File: src/rtl/nn_zoffset_decode.sv
// nn_zoffset_decode
// -----------------------------------------------------------------------------
// Stochastic-to-binary decoder for sign-magnitude stochastic streams, such as
// the z-offset stream at the output of the z-offset path. It counts signed ones
// over a fixed window of 2^WIN_LOG2 clocks and presents the result as a
// two's-complement binary count. The result is delivered with a
// start/valid/ack handshake.
//
// Parameters
//   WIN_LOG2 : log2 of the window length in clocks
//   OUT_W    : width of the signed result, must be >= WIN_LOG2+2
//
// Ports
//   CLK     in   system clock, rising edge
//   INIT    in   asynchronous active-low reset
//   START   in   request a new window (taken in IDLE, or in DONE with ACK)
//   IN      in   stochastic magnitude bit
//   SIGN_IN in   sign of the current IN bit (1 = negative)
//   ACK     in   consumer has taken VALUE (taken only in DONE)
//   VALUE   out  signed count of the last completed window
//   VALID   out  VALUE is fresh and not yet acknowledged
//   BUSY    out  a window is being accumulated
// -----------------------------------------------------------------------------
module nn_zoffset_decode #(
    parameter int WIN_LOG2 = 8,
    parameter int OUT_W    = WIN_LOG2 + 2
) (
    input  logic             CLK,
    input  logic             INIT,
    input  logic             START,
    input  logic             IN,
    input  logic             SIGN_IN,
    input  logic             ACK,
    output logic [OUT_W-1:0] VALUE,
    output logic             VALID,
    output logic             BUSY
);

    typedef enum logic [1:0] {
        IDLE  = 2'd0,
        ACCUM = 2'd1,
        DONE  = 2'd2
    } state_t;

    // The counter index of the final sample of a window.
    localparam logic [WIN_LOG2-1:0] LAST_SAMPLE = '1;
    localparam logic [OUT_W-1:0]    PLUS_ONE    = OUT_W'(1);
    localparam logic [OUT_W-1:0]    MINUS_ONE   = '1;

    state_t              state;
    logic [WIN_LOG2-1:0] sample_count;
    logic [OUT_W-1:0]    accum;
    logic [OUT_W-1:0]    delta;
    logic [OUT_W-1:0]    accum_next;

    // Contribution of the current sample. The accumulator spans
    // [-2^WIN_LOG2, +2^WIN_LOG2] and OUT_W >= WIN_LOG2+2 bits,
    // so a plain modular add can never overflow.
    always_comb begin
        delta = '0;
        if (IN) begin
            delta = SIGN_IN ? MINUS_ONE : PLUS_ONE;
        end
        accum_next = accum + delta;
    end

    // Single registered FSM. All outputs are flops, so no input reaches an
    // output combinationally.
    always_ff @(posedge CLK or negedge INIT) begin
        if (!INIT) begin
            state        <= IDLE;
            sample_count <= '0;
            accum        <= '0;
            VALUE        <= '0;
            VALID        <= 1'b0;
            BUSY         <= 1'b0;
        end else begin
            case (state)
                IDLE: begin
                    // The START edge only arms the window. The first sample
                    // is taken on the following edge.
                    if (START) begin
                        state        <= ACCUM;
                        sample_count <= '0;
                        accum        <= '0;
                        BUSY         <= 1'b1;
                    end
                end

                ACCUM: begin
                    // START and ACK are deliberately ignored here.
                    sample_count <= sample_count + 1'b1;
                    accum        <= accum_next;
                    if (sample_count == LAST_SAMPLE) begin
                        VALUE <= accum_next;
                        VALID <= 1'b1;
                        BUSY  <= 1'b0;
                        state <= DONE;
                    end
                end

                DONE: begin
                    // The result is held until acknowledged. ACK together with
                    // START chains straight into the next window, so no cycle
                    // is lost between back-to-back windows.
                    if (ACK) begin
                        VALID <= 1'b0;
                        if (START) begin
                            state        <= ACCUM;
                            sample_count <= '0;
                            accum        <= '0;
                            BUSY         <= 1'b1;
                        end else begin
                            state <= IDLE;
                        end
                    end
                end

                default: begin
                    state <= IDLE;
                    BUSY  <= 1'b0;
                    VALID <= 1'b0;
                end
            endcase
        end
    end

endmodule

File: config.mk
export PLATFORM = sky130hd
export DESIGN_NAME = nn_zoffset_decode
export DESIGN_NICKNAME = d
export VERILOG_FILES = /design/src/rtl/nn_zoffset_decode.sv
export SDC_FILE = /design/constraint.sdc
export NUM_CORES = 1
export LEC_CHECK = 0
export CORE_MARGIN = 4
export CORE_UTILIZATION = 50
export CTS_CLUSTER_DIAMETER = 30
export DETAILED_ROUTE_END_ITERATION = 16
export PLACE_DENSITY = 0.72
export REMOVE_ABC_BUFFERS = 1
export SLEW_MARGIN = 10
export SYNTH_ARGS = -nofsm -noshare
export SYNTH_HDL_FRONTEND = slang
export SYNTH_SLANG_ARGS = --single-unit
File: constraint.sdc
create_clock -name CLK -period 2.5 [get_ports CLK]
set_input_delay 0.375 -clock CLK [delete_from_list [all_inputs] [get_ports CLK]]
set_output_delay 0.375 -clock CLK [all_outputs]
set_load 0.01 [all_outputs]
== Word-level counts from Yosys, hierarchy flattened ==
Cells that the tools add are included.
W data, S select, Z words.

* Flip-flop bits (word level): 32
* Bits in latches: 0
* Memory bits (writable): 0
* Bits in read-only memories: 0
* Output and inout port bits: 12
* Word-level logic and storage cells: 42
* Memories: 0

* $add $sub $neg: 2
* Multipliers: 0
* Divide/modulo/power cells: 0
* Magnitude comparators: 0
* Equal/unequal tests: 6
* Shift operators: 0
* Multiplexer cells: 20
* Bitwise gates (word level): 1
* Reductions and logical operators: 7

{| class="wikitable"
|+ Operators by type and width
! operator !! number
|-
| $mux W10 || 4
|-
| $pmux W10 S3 || 1
|-
| $pmux W8 S3 || 1
|-
| $mux W8 || 2
|-
| $add A10 B10 Y10 || 1
|-
| $add A8 B1 Y8 const B || 1
|-
| $eq A8 B8 Y1 const B || 1
|-
| $mux W1 || 6
|-
| $mux W2 || 3
|-
| $ne A2 B2 Y1 const B || 3
|-
| $pmux W1 S3 || 2
|-
| $pmux W2 S3 || 1
|-
| $reduce_and A2 Y1 || 3
|-
| $reduce_and A3 Y1 || 2
|-
| $reduce_bool A3 Y1 || 1
|-
| $eq A2 B1 Y1 const B || 1
|-
| $eq A2 B2 Y1 const B || 1
|-
| $logic_not A2 Y1 || 1
|-
| $not A1 Y1 || 1
|}

== Depth between registers and ports, before layout ==
* Depth in word-level cells: 4
* Mapped depth: 7

== Least setup slack after synthesis ==
Ideal clock, no wire load.

* Kind: reg2reg
* Start point: reg state[1]
* End point: reg VALUE[9]
* Setup time: 70 ps
* Arrival: 1,767 ps
* Data required time: 2,430 ps
* Slack: 663 ps
* Cell stages (with the launch flop): 7
* Path through: dfrtp_1 nand2b_1 buf_6 or3_1 buf_2 or4_1 nand3_1

* Word-level cells in the longest chain between the ends: 2

{| class="wikitable"
|+ Ends and longest elaborated chain
! what !! line !! RTL
|-
| start, declared || 50 || <nowiki>state_t state;</nowiki>
|-
| start signal, assigned || 71 || <nowiki>state <= IDLE;</nowiki>
|-
| start signal, assigned || 83 || <nowiki>state <= ACCUM;</nowiki>
|-
| start signal, assigned || 98 || <nowiki>state <= DONE;</nowiki>
|-
| $eq A2 B1 Y1 || 78 || <nowiki>case (state)</nowiki>
|-
| $reduce_and A2 Y1 (no line) || -- ||
|-
| end signal, assigned || 95 || <nowiki>VALUE <= accum_next;</nowiki>
|-
| end, declared || 34 || <nowiki>output logic [OUT_W-1:0] VALUE,</nowiki>
|}

No other way between the ends.
A chain may end at the register's enable or synchronous reset.

== Worst setup path after layout ==
* Start point: in IN
* End point: reg accum[4]

* Word-level cells in the longest chain between the ends: 3

{| class="wikitable"
|+ Ends and longest elaborated chain
! what !! line !! RTL
|-
| start, declared || 31 || <nowiki>input logic IN,</nowiki>
|-
| $mux W10 || 61 || <nowiki>if (IN) begin</nowiki>
|-
| $add A10 B10 Y10 || 64 || <nowiki>accum_next = accum + delta;</nowiki>
|-
| $pmux W10 S3 || 78 ||
|-
| end signal, assigned || 93 || <nowiki>accum <= accum_next;</nowiki>
|-
| end, declared || 52 || <nowiki>logic [OUT_W-1:0] accum;</nowiki>
|}

No other way between the ends.

==> results.json <==
{
  "status": "finished, final reports clean",
  "startpoint_type": "primary input",
  "cts_buffers": 5,
  "hold_class": "in2async",
  "dieArea_sq_um": 4580,
  "via_per_inst": 6.01,
  "clk_path_buf_depth": 2,
  "seq_area_frac_synth_pct": 45.0,
  "fp.coreArea_sq_um": 3390,
  "switching_share_pct": 37.6,
  "grt_antenna_before_repair": 0,
  "postRouteWirelength_um": 4160,
  "grt_pass1_wl_um": 7070,
  "postCtsHoldBufs": 0,
  "place_congestion": 0.952,
  "postPlaceCellArea_sq_um": 2030,
  "synth_top_area_share_pct": 45.0,
  "track_usage_pct": 20.9,
  "total_power_mw": 1.61,
  "drtIter0Drc": 145,
  "clk_pin_slew_ns": 0.10,
  "clock-root-buffer": "clkbuf_4",
  "synth-seq-cells": 32,
  "pin_count": 18,
  "rr_worst_depth": 4,
  "slew_viol_final": 0,
  "drive_gt1_share_pct": 9.39,
  "p_int_mw": 1.01,
  "maxCapViolations": 0,
  "crit_arrival_ns": 2.36,
  "skew_ns": 0.00954,
  "synthCells": 189,
  "p_leak_nw": 0.876,
  "synth-xor-area-share_pct": 2.95,
  "synth_edf_count": 0,
  "first_pass_iters": 5,
  "max_freq_mhz": 475,
  "worstPathRequired_ns": 2.76,
  "ctsHtreeMaxLevel": 2,
  "yosys.area_share.simple_pct": 23.1,
  "worstSetupPathType": "in2reg",
  "cp-startpoint": "IN",
  "ant_nets": 0,
  "detailed_place_hpwl_um": 2970,
  "period_needed_ns": 2.10,
  "cp_slowest_stage_delay_ns": 0.50,
  "syn_area_sq_um": 1780,
  "rsz0062_at_grt": "false",
  "antenna_cells": 0,
  "power_density_nw_per_um2": 776,
  "ir_drop_uv": 382,
  "hold_viol_final": 0,
  "fp-row-count": 21,
  "p_seq_share_pct": 50.3,
  "syn_to_final_growth_pct": 16.8,
  "synth_top_family_by_area": "simple AND/OR/NAND/NOR gates",
  "synthMuxAreaShare_pct": 0.633,
  "routedWlPerCell_um": 16.1,
  "ys_types": 43,
  "netlist_top_cells_area": "dfrtp_1 45%, nand2_1 4.9%, a22o_1 3.4%, a211o_1 3.0%, xnor2_1 3.0%",
  "cts.sinks": 32,
  "synth_top_flop_cell": "dfrtp_1",
  "tns_ns": 0,
  "fillers": 299,
  "yosys.area.top_type": "dfrtp_1",
  "nets": 222,
  "die_h_um": 67.7,
  "power_switching_uw": 606,
  "cts.repair.resized": 0,
  "grt_overflow": 0,
  "rr_startpoint": "state[1]",
  "fin_area_sq_um": 2080,
  "slowest_stage": "clkdlybuf4s50_1",
  "io_buffers": 17,
  "ff2ff_setup_slack_ns": 0.54,
  "postCtsSetupBuffers": 0,
  "relSlewSlack_pct": 68.2,
  "crit_chain": "clkdlybuf4s50_1, nand2_1, xnor2_1, ha_1, and4bb_2, a22o_1, or2_2, a31oi_1",
  "initial_utilization_pct": 52.5,
  "cts_tree": "done",
  "die_w_um": 67.7,
  "fin_crit_sh_pct": 84.2,
  "crit_path_end_kind": "flop",
  "async_flop_share_pct": 100,
  "synth_area_per_cell_sq_um": 9.41,
  "synth-compound-area-share_pct": 22.1,
  "r2r-end": "VALUE[9]",
  "tightest_slew_ns": 0.478,
  "clock_latency_ns": 0.34,
  "dr_total_vias": 1557,
  "clkPwrFrac_pct": 17.1,
  "grt_pass1_vias": 1475,
  "yosysWarnings": 0,
  "worstSetupEndpoint": "accum[4]",
  "power.share.combinational_pct": 32.6,
  "setup_viol": 0,
  "grt_max_degree": 33,
  "synth-adder-area-share_pct": 2.11,
  "synth.most_common_cell": "dfrtp_1",
  "synth_common_cells": "32 x dfrtp_1, 23 x nand2_1, 10 x nand3_1, 10 x o21ai_0, 8 x inv_1",
  "drc_errors": 0,
  "crit_fanout": 5
}
==> critical path: cells and delay by family <==
| family | cells | cell delay [ns] |
|---|---|---|
| AND/OR/NAND/NOR | 3 | 0.68 |
| buffers and inverters | 1 | 0.50 |
| AO/OA/AOI/OAI | 2 | 0.44 |
| adder cells (fa/ha/maj) | 1 | 0.20 |
| XOR/XNOR | 1 | 0.17 |
==> stage by stage <==
stage / cells / hold slack (ns) / util [%] / setup slack, ns
CTS: 259 / 0.450 / 61.3 / 0.414
finish: 259 / 0.429 / 61.3 / 0.396
floorplan: 180 / 0.0794 / - / 0.582
detailed placement: 252 / 0.469 / 59.9 / 0.0574
global placement: 252 / 0.459 / 59.9 / 0.159
global route: 259 / 0.454 / 61.3 / 0.297
==> worst min-delay path by stage <==
stage	cells past startpoint	endpoint	from
5_1_grt	2	sample_count[2]	INIT
3_3_place_gp	1	BUSY	BUSY
3_5_place_dp	1	VALID	VALID
6_report	2	sample_count[3]	INIT
4_1_cts	2	sample_count[5]	INIT
2_1_floorplan	0	BUSY	INIT
==> per-layer routing <==
layer	wire length, um	up-vias	global-route usage (%)
met3	188	11	4.49
li1	-	754	-
met2	1970	42	32.7
met4	85	0	10.4
met1	1920	750	27.1
met5	0	-	0
==> sequential cells by signal, summed over array words and instances, names as in the netlist <==
register,flops
state,2
VALID,1
accum,10
BUSY,1
sample_count,8
VALUE,10
==> power by group through the flow <==
stage | logic, mW | registers, mW | clock network (mW)
global placement | 0.497 | 0.803 | 0
global route | 0.595 | 0.830 | 0.310
finish | 0.526 | 0.811 | 0.276
detailed placement | 0.520 | 0.814 | 0
CTS | 0.527 | 0.803 | 0.284
floorplan | 0.388 | 0.771 | 0
==> cells by family (layout without fill, tap and decap cells) <==
kind of cell / Yosys count / in the layout
DFF: 32 / 32
adders and majority gates: 3 / 3
xor gates and xnor gates: 6 / 6
and+or+nand+nor: 74 / 74
AOI/OAI and AO/OA: 56 / 56
muxes: 1 / 1
buffers and inverters: 17 / 41
==> cell type report <==
cell class	instances	area, sq um	share of cell area, %
Tap cell	46	57.6	2.77
Timing Repair Buffer	26	238	11.4
Inverter	8	30.0	1.44
Clock inverter	1	5.00	0.241
Sequential cell	32	801	38.5
Clock buffer	6	41.3	1.99
Multi-Input combinational cell	140	906	43.6
==> layout by cell type (no fill, tap or decap), types with 4 or more instances in the layout <==
cell type and n:
a211o_1 6, a21o_1 4, a21oi_1 7, a22o_1 7
a31oi_1 5, buf_4 9, clkbuf_4 5, clkdlybuf4s50_1 17
dfrtp_1 32, inv_1 8, nand2_1 23, nand3_1 10
nand4_1 7, nor2_1 5, o21ai_0 10, o31ai_1 4
or4_1 6, xnor2_1 6
No activity file was read; power rests on OpenSTA's default activity.
